**src/rtl/oc_button.sv**
```systemverilog
// oc_button: debounced push-button / switch block with a CSR interface.
//
// Each raw input is synchronized, optionally inverted and debounced against a
// shared millisecond-scale prescaler tick. Presses are counted (saturating),
// and a sticky long-press flag is raised once a button has been held for a
// programmable number of ticks.
//
// Ports (oc_button):
//   clock       - sole clock
//   reset       - synchronous active-high reset
//   csr         - CSR request (read/write, word address, write data)
//   csrFb       - CSR response (ready pulse, error, read data)
//   buttonIn    - raw asynchronous button/switch pins
//   buttonOut   - debounced logical level (after invert)
//   buttonEvent - one-cycle pulse on each debounced press
//
// CSR map (word addresses):
//   0   : RO  [7:0] ButtonCount, [31:16] CsrIdButton
//   1   : RW  [19:0] prescaler terminal count
//   2+i : RW  [4:0] debounce ticks, [5] invert, [13:8] long-press/64, [15] clear
//         RO  [16] level, [17] longPress, [31:24] pressCount
//
// The file also carries the small oclib pieces this block depends on.

package oclib_pkg;

  localparam logic [15:0] CsrIdButton = 16'h0014;

  typedef struct packed {
    logic        read;
    logic        write;
    logic [31:0] address;
    logic [31:0] wdata;
  } csr_32_s;

  typedef struct packed {
    logic        ready;
    logic        error;
    logic [31:0] rdata;
  } csr_32_fb_s;

endpackage

// oclib_module_reset: optional reset synchronizer followed by an optional
// pipeline. Ports: clock, reset (raw), resetSync (conditioned reset).
module oclib_module_reset #(
  parameter int SyncCycles    = 3,
  parameter bit ResetSync     = 1'b0,
  parameter int ResetPipeline = 0
) (
  input  logic clock,
  input  logic reset,
  output logic resetSync
);

  logic synced;

  if (ResetSync) begin : gSync
    logic [SyncCycles-1:0] chain;
    always_ff @(posedge clock) chain <= (chain << 1) | SyncCycles'(reset);
    assign synced = chain[SyncCycles-1];
  end else begin : gNoSync
    assign synced = reset;
  end

  if (ResetPipeline > 0) begin : gPipe
    logic [ResetPipeline-1:0] pipe;
    always_ff @(posedge clock) pipe <= (pipe << 1) | ResetPipeline'(synced);
    assign resetSync = pipe[ResetPipeline-1];
  end else begin : gNoPipe
    assign resetSync = synced;
  end

endmodule

// oclib_csr_array: NumCsr 32-bit registers. Bits set in CsrRwBits are stored
// and writable; all other bits read back from csrRo. Every request gets a
// one-cycle ready response; out-of-range addresses return error.
// Ports: clock, reset, csr, csrFb, csrRw (stored values), csrRo (live values).
module oclib_csr_array #(
  parameter int                       NumCsr      = 1,
  parameter logic [NumCsr-1:0][31:0]  CsrRwBits   = '0,
  parameter logic [NumCsr-1:0][31:0]  CsrInitBits = '0,
  parameter type                      CsrType     = oclib_pkg::csr_32_s,
  parameter type                      CsrFbType   = oclib_pkg::csr_32_fb_s
) (
  input  logic                      clock,
  input  logic                      reset,
  input  CsrType                    csr,
  output CsrFbType                  csrFb,
  output logic [NumCsr-1:0][31:0]   csrRw,
  input  logic [NumCsr-1:0][31:0]   csrRo
);

  localparam int AddrBits = (NumCsr > 1) ? $clog2(NumCsr) : 1;

  logic                hit;
  logic [AddrBits-1:0] index;
  logic [31:0]         readValue;

  assign hit   = csr.address < 32'(NumCsr);
  assign index = csr.address[AddrBits-1:0];

  always_comb begin
    readValue = '0;
    if (hit) readValue = csrRw[index] | (csrRo[index] & ~CsrRwBits[index]);
  end

  always_ff @(posedge clock) begin
    if (reset) begin
      csrRw <= CsrInitBits & CsrRwBits;
      csrFb <= '0;
    end else begin
      csrFb <= '0;
      if (csr.read || csr.write) begin
        csrFb.ready <= 1'b1;
        csrFb.error <= !hit;
        if (csr.read) csrFb.rdata <= readValue;
      end
      if (csr.write && hit) csrRw[index] <= csr.wdata & CsrRwBits[index];
    end
  end

endmodule

module oc_button #(
  parameter int  ClockHz         = 100_000_000,
  parameter int  ButtonCount     = 1,
  localparam int ButtonCountSafe = (ButtonCount > 1) ? ButtonCount : 1,
  parameter type CsrType         = oclib_pkg::csr_32_s,
  parameter type CsrFbType       = oclib_pkg::csr_32_fb_s,
  parameter type CsrProtocol     = oclib_pkg::csr_32_s,
  parameter int  SyncCycles      = 3,
  parameter bit  ResetSync       = 1'b0,
  parameter int  ResetPipeline   = 0,
  parameter int  InputSyncCycles = 2
) (
  input  logic                       clock,
  input  logic                       reset,
  input  CsrType                     csr,
  output CsrFbType                   csrFb,
  input  logic [ButtonCountSafe-1:0] buttonIn,
  output logic [ButtonCountSafe-1:0] buttonOut,
  output logic [ButtonCountSafe-1:0] buttonEvent
);

  localparam int          NumCsr = 2 + ButtonCount;
  localparam logic [19:0] TcInit = 20'((ClockHz / 1000) - 1);

  // Builds either the writable-bit masks or the reset values for the map.
  function automatic logic [NumCsr-1:0][31:0] makeBits(input bit init);
    logic [NumCsr-1:0][31:0] bits;
    bits = '0;
    bits[1] = init ? {12'h000, TcInit} : 32'h000F_FFFF;
    for (int i = 2; i < NumCsr; i++) bits[i] = init ? 32'h0 : 32'h0000_BF3F;
    return bits;
  endfunction

  localparam logic [NumCsr-1:0][31:0] RwBits   = makeBits(1'b0);
  localparam logic [NumCsr-1:0][31:0] InitBits = makeBits(1'b1);

  logic                    resetSync;
  CsrProtocol              csrProto;
  logic [NumCsr-1:0][31:0] csrRw;
  logic [NumCsr-1:0][31:0] csrRo;
  logic                    unusedCsr;
  logic [19:0]             tc;
  logic [19:0]             prescaleCount;
  logic                    tick;

  oclib_module_reset #(
    .SyncCycles   (SyncCycles),
    .ResetSync    (ResetSync),
    .ResetPipeline(ResetPipeline)
  ) uReset (
    .clock    (clock),
    .reset    (reset),
    .resetSync(resetSync)
  );

  assign csrProto = csr;

  oclib_csr_array #(
    .NumCsr     (NumCsr),
    .CsrRwBits  (RwBits),
    .CsrInitBits(InitBits),
    .CsrType    (CsrProtocol),
    .CsrFbType  (CsrFbType)
  ) uCsr (
    .clock(clock),
    .reset(resetSync),
    .csr  (csrProto),
    .csrFb(csrFb),
    .csrRw(csrRw),
    .csrRo(csrRo)
  );

  assign unusedCsr = ^csrRw;
  assign csrRo[0]  = {oclib_pkg::CsrIdButton, 8'h00, 8'(ButtonCount)};
  assign csrRo[1]  = '0;

  // Comparing with >= (not ==) means a TC written below the running count
  // ticks on the next cycle instead of waiting for a 20-bit wrap.
  assign tc   = csrRw[1][19:0];
  assign tick = prescaleCount >= tc;

  always_ff @(posedge clock) begin
    if (resetSync) prescaleCount <= '0;
    else           prescaleCount <= tick ? 20'd0 : prescaleCount + 20'd1;
  end

  for (genvar i = 0; i < ButtonCountSafe; i++) begin : gButton
    logic [4:0]                 debounceTicks;
    logic                       invert;
    logic [5:0]                 longTicks;
    logic                       clear;
    logic [InputSyncCycles-1:0] syncChain;
    logic                       sample;
    logic                       level;
    logic                       toggle;
    logic                       press;
    logic [4:0]                 debounceCount;
    logic [15:0]                holdCount;
    logic [7:0]                 pressCount;
    logic                       longPress;
    logic                       eventPulse;

    if (i < ButtonCount) begin : gCfg
      assign debounceTicks = csrRw[2+i][4:0];
      assign invert        = csrRw[2+i][5];
      assign longTicks     = csrRw[2+i][13:8];
      assign clear         = csrRw[2+i][15];
      assign csrRo[2+i]    = {pressCount, 6'h00, longPress, level, 16'h0000};
    end else begin : gNoCfg
      assign debounceTicks = '0;
      assign invert        = 1'b0;
      assign longTicks     = '0;
      assign clear         = 1'b0;
    end

    // Invert is applied after the synchronizer, so flipping it looks like an
    // ordinary input change and goes through the same debounce.
    assign sample = syncChain[InputSyncCycles-1] ^ invert;
    assign toggle = (sample != level) && tick && (debounceCount >= debounceTicks);
    assign press  = toggle && !level;

    always_ff @(posedge clock) begin
      if (resetSync) begin
        syncChain     <= '0;
        level         <= 1'b0;
        debounceCount <= '0;
        holdCount     <= '0;
        pressCount    <= '0;
        longPress     <= 1'b0;
        eventPulse    <= 1'b0;
      end else begin
        syncChain <= (syncChain << 1) | InputSyncCycles'(buttonIn[i]);

        if (sample == level) begin
          debounceCount <= '0;
        end else if (tick) begin
          if (toggle) begin
            level         <= !level;
            debounceCount <= '0;
          end else begin
            debounceCount <= debounceCount + 5'd1;
          end
        end

        eventPulse <= press;

        if (!level)                             holdCount <= '0;
        else if (tick && holdCount != 16'hFFFF) holdCount <= holdCount + 16'd1;

        // Clear has priority so software can hold the statistics at zero.
        if (clear)                              pressCount <= '0;
        else if (press && pressCount != 8'hFF)  pressCount <= pressCount + 8'd1;

        if (clear) longPress <= 1'b0;
        else if (longTicks != 6'd0 && holdCount >= {4'h0, longTicks, 6'h00}) longPress <= 1'b1;
      end
    end

    assign buttonOut[i]   = level;
    assign buttonEvent[i] = eventPulse;
  end

endmodule

```
**config.mk**
```make
export PLATFORM = sky130hd
export DESIGN_NAME = oc_button
export DESIGN_NICKNAME = d
export VERILOG_FILES = /design/src/rtl/oc_button.sv
export SDC_FILE = /design/constraint.sdc
export NUM_CORES = 1
export LEC_CHECK = 0
export ABC_AREA = 0
export CORE_ASPECT_RATIO = 0.8
export CORE_UTILIZATION = 25
export DETAILED_ROUTE_END_ITERATION = 8
export PLACE_DENSITY = 0.45
export SYNTH_ARGS = -nofsm -noshare
export SYNTH_HDL_FRONTEND = slang
export SYNTH_SLANG_ARGS = --single-unit
```
**constraint.sdc**
```tcl
create_clock -name clock -period 2.6 [get_ports clock]
set_input_delay 0.52 -clock clock [delete_from_list [all_inputs] [get_ports clock]]
set_output_delay 0.52 -clock clock [all_outputs]
set_load 0.02 [all_outputs]
```
==> summary.md <==
| Metric | Value |
|---|---|
| Outcome | `complete, no violations` |
| Port Buf Inserts | `92` |
| Final Critical Period | `2459 ps` |
| Share of post-route cells with drive strength above 1 | `12.58%` |
| DRC | `0` |
| Critical Path RT | `2910 ps` |
| LEAKAGE | `3.614 nW` |
| Post-synth EDFFs | `0` |
| Final worst slack | `141.5 ps` |
| Max transition margin | `59.19%` |
| Row count | `54` |
| Post-DP HPWL | `14180 um` |
| Clock Tree Buf Depth | `2` |
| Cts hold-fix bufs | `0` |
| Antenna fix cells | `0` |
| Reg2reg path depth | `13` |
| Final wirelength | `19800 um` |
| M2 GR Usage | `22.48%` |
| Crit Path Max Fanout | `5` |
| Top cells by area, synth | `dfxtp_1, ha_1, mux2i_1` |
| Reg-to-reg setup timing slack | `140 ps` |
| Clock insertion delay at the later pin of the skew report | `430 ps` |
| Root Buffer | `clkbuf_16` |
| Worst VDD drop | `0.4091 mV` |
| Critical path type | `register to register` |
| Routability cong. | `0.7838` |
| Synth Warn # | `0` |
| Vias in the first global route | `5859` |
| Initial antenna violation count | `0` |
| Netlist cell types | `59` |
| Worst Setup End Kind | `register` |
| Ports | `105` |
| Synth Register Bits | `146` |
| Tot Pwr | `4.907 mW` |
| Filler cells | `2862` |
| Final hold violation count | `0` |
| Commonest cells post-synth | `dfxtp_1, nor2_1, nand2_1, a21oi_1, mux2i_1` |
| Cell taking the most area after synthesis | `dfxtp_1` |
| Vias | `5982` |
| Synthesized instance count | `811` |
| CTS tree | `done` |
| Die Span Y | `151.3 um` |
| Netlist Area Pre-Place | `6962 sq um` |
| Sequential area share after synthesis | `41.98%` |
| End of the critical path | `gButton[0].pressCount[7]$_SDFFE_PP0P_` |
| Period utilisation layout | `94.56%` |
| Nature of the critical path startpoint | `register` |
| Pwr dens | `521.8 nW/um^2` |
| Net Count, Synth | `920` |
| Max cap viols | `0` |
| First-pass GRT wire length | `31570 um` |
| CP Launch Point | `uCsr.csrRw[34]$_SDFFE_PP1P_` |
| Clock transition at path regs | `70 ps` |
| Area growth, synth to finish | `35.10%` |
| Slew at the pin closest to its max-slew limit | `608.9 ps` |
| Slew Viols, Final | `0` |
| Syn Area/Cell | `8.584 sq um` |
| FFs w/ async S/R, synth | `0%` |
| Critical R2R Launch | `uCsr.csrRw[34]$_SDFFE_PP1P_` |
| Die Width | `188.6 um` |
| Arr. time, crit path | `2770 ps` |
| Design area | `9405 sq um` |
| DR pass1 iterations | `5` |
| Core Box Area | `27300 sq um` |
| Worst hold slack | `435.6 ps` |
| Global routing usage on met1 | `19.48%` |
| Pre-CTS setup slack | `-258.2 ps` |
| Cts bufs inserted | `17` |
| Layout Nets | `1050` |
| Post-DP Area | `8690 sq um` |
| Placed Cells | `1282` |
| Sink Count | `146` |
| Max Clk Rate | `406.7 MHz` |
| H-tree depth | `4` |
| Hold_sp | `gButton[0].syncChain[0]$_SDFF_PP0_` |
| Initial Util | `25.50%` |
| Layout Cells excl Fill | `1318` |
| WL per Instance | `15.03 um` |
| Antenna-violating nets left | `0` |
| Worst min path class | `register to register` |
| Most numerous cell in the Yosys netlist | `dfxtp_1` |
| Vias/cell | `4.539` |
| Number of DRC violations after detailed-routing iteration 0 | `345` |
| Synth Flop Type | `dfxtp_1` |
| Overflow after GRT | `0` |
| Full die area | `28520 sq um` |
| Yosys top cell area share | `41.98%` |
| RSZ-0062 raised after global routing | `true` |
| Count of final setup violators | `0` |
| Largest net degree at the start of global routing | `36` |
| GR peak layer | `met2` |
| Clock Skew | `17.69 ps` |
| Met3 GRT Util | `3.777%` |
| FF-to-FF End | `gButton[0].pressCount[7]$_SDFFE_PP0P_` |
| Tot GR Track Use | `14.24%` |
[per-stage QoR]
step	setup TNS, ps	utilization, %
floorplan	0	-
global placement	-6189	31.83
detailed placement	-10330	31.83
CTS	0	33.88
global route	-180.2	34.46
finish	0	34.46
[kinds of logic (layout without fill, tap and decap cells)]
group | count (synthesis) | count (layout) | synth area share (%)
compound gates | 125 | 125 | 11.13
xor+xnor | 23 | 23 | 3.002
fa+ha+maj | 40 | 40 | 7.189
buf+inv | 83 | 226 | 5.086
flops | 146 | 146 | 41.98
mux | 46 | 46 | 6.650
other cells | 1 | 1 | 0.05387
simple gates | 347 | 347 | 24.91
[where the power goes]
part	internal (mW)	switching (mW)	total, mW
logic	0.172	0.153	0.325
registers	2.24	0.00490	2.25
clock network	1.29	1.05	2.34
total	3.70	1.21	4.91
[state kept, by name (all words and copies together) (netlist names)]
register and flops:
gButton.debounceCount 5, uCsr.csrFb 32, buttonEvent 1, prescaleCount 20
buttonOut 1, gButton.pressCount 8, gButton.holdCount 16, uCsr.csrRw 60
gButton.syncChain 2, gButton.longPress 1
[area by class of cell]
type	instances	area (sq um)	share of cell area, %
clock buffers	20	456.7	4.856
inverters	40	150.1	1.596
repair buffers	154	1567	16.66
multi-input cells	582	3741	39.78
clock inverters	12	98.84	1.051
well taps	364	455.4	4.842
flip-flops and latches	146	2937	31.22
[routing by layer]
| metal | wire length [um] | vias up |
|---|---|---|
| met2 | 8852 | 93 |
| met5 | 0 | - |
| met3 | 839 | 4 |
| met1 | 10050 | 2799 |
| met4 | 61 | 0 |
| li1 | - | 3086 |
[cell usage in the layout (no fill, tap or decap), types with 7 or more instances in the layout]
| cell | count |
|---|---|
| xnor2_1 | 7 |
| nor2_1 | 104 |
| ha_1 | 39 |
| nor4_1 | 10 |
| and3_1 | 27 |
| clkdlybuf4s50_1 | 91 |
| mux2i_1 | 44 |
| inv_1 | 40 |
| xor2_1 | 15 |
| or3_1 | 13 |
| nand2_1 | 70 |
| and2_1 | 20 |
| clkbuf_16 | 20 |
| dfxtp_1 | 139 |
| a211oi_1 | 8 |
| or4_1 | 7 |
| o21ai_0 | 10 |
| a21oi_1 | 67 |
| nand4_1 | 18 |
| buf_12 | 10 |
| a211o_1 | 9 |
| buf_4 | 47 |
| nand3_1 | 41 |
[worst min path at each step]
stage / end / slack, ps / cells after the start
floorplan: gButton[0].syncChain[1]$_SDFF_PP0_ / 410 / 1
global placement: gButton[0].syncChain[1]$_SDFF_PP0_ / 420 / 1
detailed placement: gButton[0].syncChain[1]$_SDFF_PP0_ / 420 / 1
CTS: gButton[0].syncChain[1]$_SDFF_PP0_ / 440 / 1
global route: gButton[0].syncChain[1]$_SDFF_PP0_ / 460 / 1
finish: gButton[0].syncChain[1]$_SDFF_PP0_ / 440 / 1
[critical path, stage by stage (launching register included)]
cell	delay, ps
dfxtp_2	360
inv_1	50
ha_1	270
o21a_1	100
nor2_1	50
o31ai_2	250
buf_4	150
a22oi_2	100
buf_4	160
buf_4	140
a2111oi_2	340
buf_4	170
nand3_1	70
o211a_1	130
[repair_timing]
action | in CTS | in global routing
buffers inserted | 0 | 1
setup endpoints to repair | 1 | 43
gates cloned | 0 | 3
pin swaps | 0 | 6
resized for setup | 1 | 20
No activity file was read; power rests on OpenSTA's default activity.
